[config.mk]
export PLATFORM = sky130hd
export DESIGN_NAME = usb_rx_ctrl
export DESIGN_NICKNAME = d
export VERILOG_FILES = /design/src/rtl/usb_rx_ctrl.sv
export SDC_FILE = /design/constraint.sdc
export NUM_CORES = 1
export LEC_CHECK = 0
export CAP_MARGIN = 20
export CELL_PAD_IN_SITES_DETAIL_PLACEMENT = 1
export CELL_PAD_IN_SITES_GLOBAL_PLACEMENT = 2
export CORE_MARGIN = 4
export CORE_UTILIZATION = 35
export CTS_CLUSTER_SIZE = 20
export DETAILED_ROUTE_END_ITERATION = 7
export DONT_BUFFER_PORTS = 1
export GPL_TIMING_DRIVEN = 0
export HOLD_SLACK_MARGIN = 0.06
export PLACE_DENSITY_LB_ADDON = 0.1
export SYNTH_ARGS = -nofsm -noshare
export SYNTH_HDL_FRONTEND = slang
export SYNTH_SLANG_ARGS = --single-unit
[constraint.sdc]
create_clock -name clk -period 2.2 [get_ports clk]
set_input_delay 0.55 -clock clk [delete_from_list [all_inputs] [get_ports clk]]
set_output_delay 0.55 -clock clk [all_outputs]
set_load 0.01 [all_outputs]
[src/rtl/usb_rx_ctrl.sv]
// -----------------------------------------------------------------------------
// usb_rx_ctrl
//
// Receive-side packet controller for a USB full-speed style receiver. It sits
// behind the edge detector, the bit sampler and the 8-bit shift register, and
// decides which received bytes are written to the RX FIFO. It also tracks
// packet framing: SYNC byte, data bytes, EOP position and byte-count overflow.
//
// Handshake: every input strobe (d_edge, shift_enable, byte_received) is a
// one-cycle pulse that is consumed in the cycle it is high. There is no
// backpressure. w_enable is a one-cycle write strobe, and rcv_data is only
// meaningful in the cycle byte_received is high.
//
// Parameters
//   MAX_BYTES    maximum data bytes accepted per packet after SYNC
//   TIMEOUT_CYC  idle cycles without shift_enable before the packet is aborted
//
// Build option
//   RX_TIMEOUT_EN  when defined, SYNC_RCV and RCV_DATA abort to ERR_IDLE after
//                  TIMEOUT_CYC consecutive cycles without shift_enable. When
//                  undefined, there is no timeout logic and the ports are the
//                  same.
//
// Ports
//   clk            system clock, rising edge
//   rst            synchronous, active-high reset
//   d_edge         pulse on a D+/D- transition
//   eop            high while SE0 is seen on the bus
//   shift_enable   pulse at each bit-sample point
//   byte_received  pulse when 8 bits have been shifted in
//   rcv_data       byte that completed with byte_received
//   rcving         high while a packet is in progress
//   w_enable       one-cycle FIFO write strobe for rcv_data
//   r_error        sticky packet error flag, cleared at the next packet start
//   byte_cnt       data bytes stored in the current packet
//
// The FSM register is named 'state' so that checkers can bind to it
// hierarchically.
// -----------------------------------------------------------------------------
module usb_rx_ctrl #(
    parameter int MAX_BYTES   = 64,
    parameter int TIMEOUT_CYC = 96
) (
    input  logic       clk,
    input  logic       rst,
    input  logic       d_edge,
    input  logic       eop,
    input  logic       shift_enable,
    input  logic       byte_received,
    input  logic [7:0] rcv_data,
    output logic       rcving,
    output logic       w_enable,
    output logic       r_error,
    output logic [6:0] byte_cnt
);

    typedef enum logic [2:0] {
        IDLE,
        SYNC_RCV,
        RCV_DATA,
        STORE,
        EOP_WAIT,
        ERR_DRAIN,
        ERR_IDLE
    } state_t;

    localparam logic [7:0] MAX_B = 8'(MAX_BYTES);

    state_t     state;
    logic [2:0] bit_cnt;
    logic       eop_latched;   // EOP seen in the same cycle as byte_received
    logic       eop_bit;       // SE0 at a bit-sample point
    logic [7:0] cnt_next;      // one bit wider so the overflow compare cannot wrap
    logic       timeout_hit;

    assign eop_bit  = eop & shift_enable;
    assign cnt_next = {1'b0, byte_cnt} + 8'd1;

`ifdef RX_TIMEOUT_EN
    localparam int TMO_W = $clog2(TIMEOUT_CYC + 1);
    localparam logic [TMO_W-1:0] TMO_LAST = TMO_W'(TIMEOUT_CYC - 1);

    logic [TMO_W-1:0] tmo_cnt;

    // Fires in the TIMEOUT_CYC-th consecutive cycle without a sample point.
    assign timeout_hit = !shift_enable && (tmo_cnt >= TMO_LAST);

    always_ff @(posedge clk) begin
        if (rst) begin
            tmo_cnt <= '0;
        end else if ((state == SYNC_RCV || state == RCV_DATA) && !shift_enable) begin
            tmo_cnt <= tmo_cnt + 1'b1;
        end else begin
            tmo_cnt <= '0;
        end
    end
`else
    // Keep the timeout length as part of the parameter set even when the
    // counter is absent, so both builds take the same parameter overrides.
    localparam int unused_timeout_cyc = TIMEOUT_CYC;
    assign timeout_hit = 1'b0;
`endif

    always_ff @(posedge clk) begin
        if (rst) begin
            state       <= IDLE;
            rcving      <= 1'b0;
            w_enable    <= 1'b0;
            r_error     <= 1'b0;
            byte_cnt    <= '0;
            bit_cnt     <= '0;
            eop_latched <= 1'b0;
        end else begin
            w_enable <= 1'b0;

            // The bit position is only tracked inside a packet. byte_received
            // wins over a coincident shift_enable because it closes the byte.
            if (state != IDLE) begin
                if (byte_received) begin
                    bit_cnt <= '0;
                end else if (shift_enable) begin
                    bit_cnt <= bit_cnt + 3'd1;
                end
            end

            case (state)
                IDLE: begin
                    if (d_edge) begin
                        state       <= SYNC_RCV;
                        rcving      <= 1'b1;
                        r_error     <= 1'b0;
                        byte_cnt    <= '0;
                        bit_cnt     <= '0;
                        eop_latched <= 1'b0;
                    end
                end

                SYNC_RCV: begin
                    if (byte_received) begin
                        if (rcv_data == 8'h80) begin
                            state <= RCV_DATA;
                        end else begin
                            state   <= ERR_DRAIN;
                            r_error <= 1'b1;
                        end
                    end else if (eop_bit || timeout_hit) begin
                        state   <= ERR_IDLE;
                        r_error <= 1'b1;
                    end
                end

                RCV_DATA: begin
                    if (byte_received) begin
                        // The byte is stored first. A coincident EOP is kept
                        // for the decision taken in STORE.
                        state       <= STORE;
                        w_enable    <= 1'b1;
                        eop_latched <= eop_bit;
                    end else if (eop_bit) begin
                        if (bit_cnt == 3'd0) begin
                            state <= EOP_WAIT;
                        end else begin
                            state   <= ERR_IDLE;     // EOP in the middle of a byte
                            r_error <= 1'b1;
                        end
                    end else if (timeout_hit) begin
                        state   <= ERR_IDLE;
                        r_error <= 1'b1;
                    end
                end

                STORE: begin
                    byte_cnt    <= cnt_next[6:0];
                    eop_latched <= 1'b0;
                    if (eop_latched || eop_bit) begin
                        state <= EOP_WAIT;
                    end else if (cnt_next > MAX_B) begin
                        // The byte that overflows is still written. Only the
                        // bytes after it are dropped.
                        state   <= ERR_DRAIN;
                        r_error <= 1'b1;
                    end else begin
                        state <= RCV_DATA;
                    end
                end

                EOP_WAIT: begin
                    if (d_edge) begin
                        state  <= IDLE;
                        rcving <= 1'b0;
                    end
                end

                ERR_DRAIN: begin
                    r_error <= 1'b1;
                    if (eop_bit) begin
                        state <= ERR_IDLE;
                    end
                end

                ERR_IDLE: begin
                    r_error <= 1'b1;
                    if (d_edge) begin
                        state  <= IDLE;
                        rcving <= 1'b0;
                    end
                end

                default: begin
                    state <= IDLE;
                end
            endcase
        end
    end

endmodule

==> impl_metrics.py, run 1 <==
metrics = {
    "status": {
        "status": "finished, final reports clean",
    },
    "global_route": {
        "grt_max_degree": 11,
        "antenna_found_initial": 0,
        "grt_pass1_vias": 1173,
        "grt_pass1_wl_mm": 5.69,
        "grt_overflow": 0,
        "grt_usage_pct": 17.0,
    },
    "cts": {
        "clk_path_buf_depth": 2,
        "cts_root_buf": "clkbuf_4",
        "cts_setup_buffers": 0,
        "ctsResizeCount": 0,
        "clk_latency_ps": 290,
        "numCtsBuffers": 3,
        "h-tree-depth": 1,
        "cts-hold-fix-buffers": 0,
        "path_clk_slew_ps": 100,
        "cts.sink_count": 17,
        "cts_tree": "yes",
    },
    "floorplanning": {
        "die_area_sq_mm": 0.00429,
        "initial_core_util_pct": 37.3,
        "die_w_um": 65.5,
        "rows": 20,
        "chipHeight_um": 65.5,
        "ioPinCount": 24,
        "coreArea_sq_mm": 0.00310,
    },
    "synth": {
        "yosysTopAreaCellShare_pct": 29.4,
        "synth-edff-count": 0,
        "syn_inst": 153,
        "async_flop_share_pct": 0,
        "syn_area_sq_mm": 0.00116,
        "synth_top_family_by_area": "simple AND/OR/NAND/NOR gates",
        "synth_seq_area_share_pct": 29.4,
        "yosys-top-cells-count": "19 x a21oi_1, 17 x dfxtp_1, 16 x nor2_1",
        "synth_top_area_cell": "dfxtp_1",
        "syn_area_per_cell_sq_um": 7.57,
        "synthMuxAreaShare_pct": 0.864,
        "syn-num-nets": 170,
        "ys_types": 43,
        "synthSimpleGateAreaFrac_pct": 32.2,
        "synth_flop_cell": "dfxtp_1",
        "yosys_warnings": 0,
        "synth_fa_ha_area_share_pct": 3.24,
        "synth_compound_area_share_pct": 27.9,
        "synthTopCellsByArea": "dfxtp_1 29%, a21oi_1 8.2%, o21ai_0 5.2%, nor2_1 5.2%, nand2_1 3.6%",
        "synth_most_common_cell": "a21oi_1",
        "ys_ff_latch": 17,
        "synth-xor-area-share_pct": 1.51,
    },
    "timing": {
        "worst_slew_pin_slew_ps": 604,
        "maxSlewHeadroom_pct": 59.3,
        "whs_ps": 507,
        "tns_ps": 0,
        "setup_violations": 0,
        "fmax_mhz": 525,
        "rsz0062_at_grt": "false",
        "period_minus_slack_ps": 1900,
        "period_share_pct": 86.6,
        "clock_skew_ps": 1.55,
        "hold_viol_final": 0,
        "finalMaxSlewViolations": 0,
    },
    "power_and_ir_drop": {
        "p_comb_share_pct": 19.5,
        "netSwitchingFraction_pct": 31.6,
        "seqPwrFrac_pct": 52.6,
        "power.switching_w": 0.000197,
        "internal_power_w": 0.000427,
        "pwr-share-clk_pct": 27.9,
        "finalPower_w": 0.000623,
        "power_density_mw_per_mm2": 503,
        "ir_drop_mv": 0.292,
        "p_leak_nw": 0.408,
    },
    "routing": {
        "remaining_drc_errors": 0,
        "drt_iter0_drc": 48,
        "dr.pass1.iters": 4,
        "vias": 1163,
        "viasPerCell": 5.79,
        "route.detailed.wl_per_inst_um": 16.0,
        "drtAntennaViolNets": 0,
        "wl_mm": 3.22,
    },
    "critical_path": {
        "endpoint_kind": "flop",
        "reg2regPathDepth": 6,
        "r2r_start": "byte_cnt[0]",
        "worstSetupStartpointType": "flop",
        "cp_slowest_cell": "dfxtp_1",
        "critical_path.cell_chain": "ha_1, nand3_4, nor3_4, xnor2_1, a211o_1, a221oi_2",
        "r2r-end": "state[2]",
        "required_ps": 2420,
        "cpPeakStageDelay_ps": 480,
        "cp.arrival_ps": 2120,
        "critPathMaxFanout": 6,
        "crit_type": "reg2reg",
        "r2r_slack_ps": 300,
    },
    "hold_path": {
        "min-delay-start": "bit_cnt[1]",
        "min_to": "bit_cnt[1]",
        "hold_class": "reg2reg",
        "min_path_cells": 2,
    },
    "cells_and_area": {
        "area_delta_synth_final_pct": 7.02,
        "num_antenna_cells": 0,
        "fin_cells": 201,
        "utilization_pct": 40.0,
        "layout.nets": 175,
        "fill_cells": 415,
        "drive_above_1_share_pct": 6.37,
    },
    "placed_design": {
        "port_buffers": 0,
        "dp_cells": 197,
        "gp_congestion": 0.801,
        "place_hpwl_mm": 2.46,
    },
    "job": {
        "cap_violations": 0,
    },
}
stage by stage:
stage	area (sq um)	setup slack (ps)
after global routing	1240	138
after global placement	1210	298
after CTS	1240	274
after detailed placement	1210	312
final	1240	296
after floorplan	1160	485
cell type report:
| class | instances | area, sq um | share of cell area, % |
|---|---|---|---|
| Multi-Input combinational cell | 121 | 761 | 61.4 |
| Sequential cell | 17 | 340 | 27.4 |
| Tap cell | 44 | 55.1 | 4.44 |
| Buffer | 11 | 42.5 | 3.43 |
| Clock buffer | 4 | 26.3 | 2.12 |
| Inverter | 4 | 15.0 | 1.21 |
flip-flops by register name, summed over array words and instances, names as in the netlist:
signal	cells
bit_cnt	3
eop_latched	1
rcving	1
w_enable	1
byte_cnt	7
r_error	1
state	3
layout by cell type (no fill, tap or decap), types with 2 or more instances in the layout:
master / synthesis / routed
o31ai_1: 2 / 2
nand3b_1: 2 / 2
buf_1: 2 / 2
nand4_1: 2 / 2
a22oi_1: 2 / 2
nor3_1: 6 / 6
or3_1: 2 / 2
a21oi_1: 19 / 19
o21ai_0: 12 / 12
xnor2_1: 2 / 2
a211oi_1: 2 / 2
nor2b_1: 2 / 2
nor4_1: 4 / 4
a221oi_1: 3 / 3
nand2_1: 11 / 11
nor2_1: 16 / 16
inv_1: 3 / 3
clkbuf_4: 0 / 3
a31oi_1: 4 / 4
dfxtp_1: 17 / 17
ha_1: 3 / 3
nand2b_1: 4 / 4
nand3_1: 5 / 5
clkbuf_1: 8 / 9
power groups by stage:
stage / combinational (W) / sequential [W] / clock, W
final: 0.000122 / 0.000328 / 0.000174
after global routing: 0.000138 / 0.000329 / 0.000205
after CTS: 0.000121 / 0.000328 / 0.000183
after detailed placement: 0.000121 / 0.000335 / 0
after global placement: 0.000119 / 0.000335 / 0
after floorplan: 0.0000924 / 0.000333 / 0
worst max-delay path, delay by kind of cell (launching register included):
family	cells	cell delay [ps]
XOR/XNOR	1	80
adder cells (fa/ha/maj)	1	360
flip-flops	1	480
AND/OR/NAND/NOR	2	370
AO/OA/AOI/OAI	2	550
cells by family after synthesis:
family / count (synthesis)
and+or+nand+nor: 64
AOI/OAI and AO/OA: 51
DFF: 17
buffers and inverters: 15
adders and majority gates: 3
xor gates and xnor gates: 2
muxes: 1
worst max path at each step:
stage / slack [ps] / endpoint / depth (start not counted) / startpoint
finish: 300 / state[2] / 6 / byte_cnt[0]
global route: 140 / state[2] / 6 / byte_cnt[0]
CTS: 270 / state[2] / 6 / byte_cnt[0]
detailed placement: 310 / state[2] / 6 / byte_cnt[0]
global placement: 300 / state[2] / 6 / byte_cnt[0]
floorplan: 480 / state[2] / 6 / byte_cnt[0]
routing by layer:
layer / track usage (%) / wire length (um)
met5: 0 / 0
met4: 2.33 / 19
met3: 4.96 / 146
met1: 23.1 / 1620
met2: 27.1 / 1430
Note: power is estimated with default switching activity, not from simulation.
==> inputs of run 2 (changes only) <==
--- a/config.mk
+++ b/config.mk
@@ -15,6 +15,7 @@
 export DONT_BUFFER_PORTS = 1
 export GPL_TIMING_DRIVEN = 0
 export HOLD_SLACK_MARGIN = 0.06
+export MAX_ROUTING_LAYER = met4
 export PLACE_DENSITY_LB_ADDON = 0.1
 export SYNTH_ARGS = -nofsm -noshare
 export SYNTH_HDL_FRONTEND = slang
==> run 2 against run 1 <==
Against the previous run: flip-flop and latch count did not move; maximum frequency is 0.46% higher; clock power barely moved; critical endpoint unchanged; non-clock buffer count is the same; critical path depth is the same; first-iteration DRC count rose by 4.2%; combinational power about the same; register-to-register slack barely moved; largest power group unchanged.
==> impl_metrics.py, run 2 (synthesized netlist as in run 1, its figures left out) <==
metrics = {
    "timing": {
        "maxSlewHeadroom_pct": 59.3,
        "period_minus_slack_ps": 1900,
        "period_share_pct": 86.2,
        "hold_viol_final": 0,
        "finalWorstSetupSlack_ps": 304,
        "rsz0062_at_grt": "false",
        "clock_skew_ps": 2.71,
        "finalMaxSlewViolations": 0,
        "fmax_mhz": 528,
        "tns_ps": 0,
        "worst_slew_pin_slew_ps": 605,
        "setup_violations": 0,
    },
    "power_and_ir_drop": {
        "seqPwrFrac_pct": 52.6,
        "ir_drop_mv": 0.291,
        "power_density_mw_per_mm2": 503,
        "pwr-share-clk_pct": 27.9,
        "power.switching_w": 0.000197,
        "finalPower_w": 0.000623,
        "p_comb_share_pct": 19.5,
        "p_leak_nw": 0.408,
        "netSwitchingFraction_pct": 31.5,
        "internal_power_w": 0.000427,
    },
    "cells_and_area": {
        "largest-register": "byte_cnt",
        "num_antenna_cells": 0,
        "layout_common_cells": "19 x a21oi_1, 17 x dfxtp_1, 16 x nor2_1",
        "area_delta_synth_final_pct": 7.02,
        "fin_cells": 201,
        "layout_commonest_cell": "a21oi_1",
        "reg_top3": "byte_cnt (7), bit_cnt (3), state (3)",
        "utilization_pct": 40.0,
        "drive_above_1_share_pct": 6.37,
        "layout.nets": 175,
        "largest_reg_flops": 7,
    },
    "critical_path": {
        "required_ps": 2420,
        "cp.arrival_ps": 2110,
        "crit_type": "reg2reg",
        "worstSetupStartpointType": "flop",
        "endpoint_kind": "flop",
        "critPathMaxFanout": 6,
        "r2r_slack_ps": 300,
    },
    "placed_design": {
        "port_buffers": 0,
        "dp_cells": 197,
        "place_hpwl_mm": 2.46,
        "gp_congestion": 0.813,
        "dp_slack_ps": 312,
    },
    "floorplanning": {
        "initial_core_util_pct": 37.3,
        "ioPinCount": 24,
        "rows": 20,
        "chipHeight_um": 65.5,
        "die_area_sq_mm": 0.00429,
        "coreArea_sq_mm": 0.00310,
        "die_w_um": 65.5,
    },
    "routing": {
        "drtAntennaViolNets": 0,
        "route.detailed.wl_per_inst_um": 16.0,
        "vias": 1179,
        "wl_mm": 3.21,
        "drt_iter0_drc": 50,
        "remaining_drc_errors": 0,
        "viasPerCell": 5.87,
        "dr.pass1.iters": 4,
    },
    "cts": {
        "h-tree-depth": 1,
        "path_clk_slew_ps": 100,
        "ctsResizeCount": 0,
        "clk_path_buf_depth": 2,
        "cts-hold-fix-buffers": 0,
        "numCtsBuffers": 3,
        "cts.sink_count": 17,
        "cts_root_buf": "clkbuf_4",
        "cts_setup_buffers": 0,
        "clk_latency_ps": 290,
        "cts_tree": "yes",
    },
    "global_route": {
        "antenna_found_initial": 0,
        "grt_max_degree": 11,
        "grt_usage_pct": 17.4,
        "grt_pass1_vias": 1176,
        "grt_overflow": 0,
        "grt_pass1_wl_mm": 5.66,
    },
    "job": {
        "cap_violations": 0,
    },
    "status": {
        "status": "finished, final reports clean",
    },
    "hold_path": {
        "hold_class": "reg2reg",
    },
}
## run 2: area by class of cell
cell class	count	area (sq um)
Inverter	4	15.0
Multi-Input combinational cell	121	761
Buffer	11	42.5
Clock buffer	4	26.3
Sequential cell	17	340
Fill cell	415	1860
Tap cell	44	55.1
## run 2: final timing paths
| check | from | end | cells past startpoint |
|---|---|---|---|
| worst max-delay path | byte_cnt[0] | state[2] | 6 |
| worst min register to register | bit_cnt[1] | bit_cnt[1] | 2 |
| worst min-delay path | bit_cnt[1] | bit_cnt[1] | 2 |
| worst max register to register | byte_cnt[0] | state[2] | 6 |
## run 2: metal layers
| metal | up-vias | share of wire, % | GRT usage (%) | wire (um) |
|---|---|---|---|---|
| li1 | 579 | - | - | - |
| met1 | 560 | 48 | 23.2 | 1540 |
| met2 | 36 | 45 | 27.2 | 1460 |
| met3 | 4 | 5.8 | 4.62 | 186 |
| met4 | 0 | 0.56 | 2.33 | 18 |
| met5 | - | 0 | - | 0 |
## run 2: metrics by stage
stage / hold slack, ps / cell area (sq um)
global route: 541 / 1240
CTS: 512 / 1240
floorplan: 461 / 1160
finish: 507 / 1240
detailed placement: 496 / 1210
global placement: 483 / 1210
## run 2: worst max-delay path: stages, from the launching register on
cell      delay (ps)
dfxtp_1          470
ha_1             360
nand3_4          140
nor3_4           230
xnor2_1           80
a211o_1          320
a221oi_2         230
## run 2: power by group through the flow
stage	sequential, W	clock, W	combinational, W
after detailed placement	0.000335	0	0.000121
final	0.000328	0.000174	0.000122
after global placement	0.000335	0	0.000119
after CTS	0.000328	0.000183	0.000121
after global routing	0.000329	0.000205	0.000138
after floorplan	0.000333	0	0.0000924
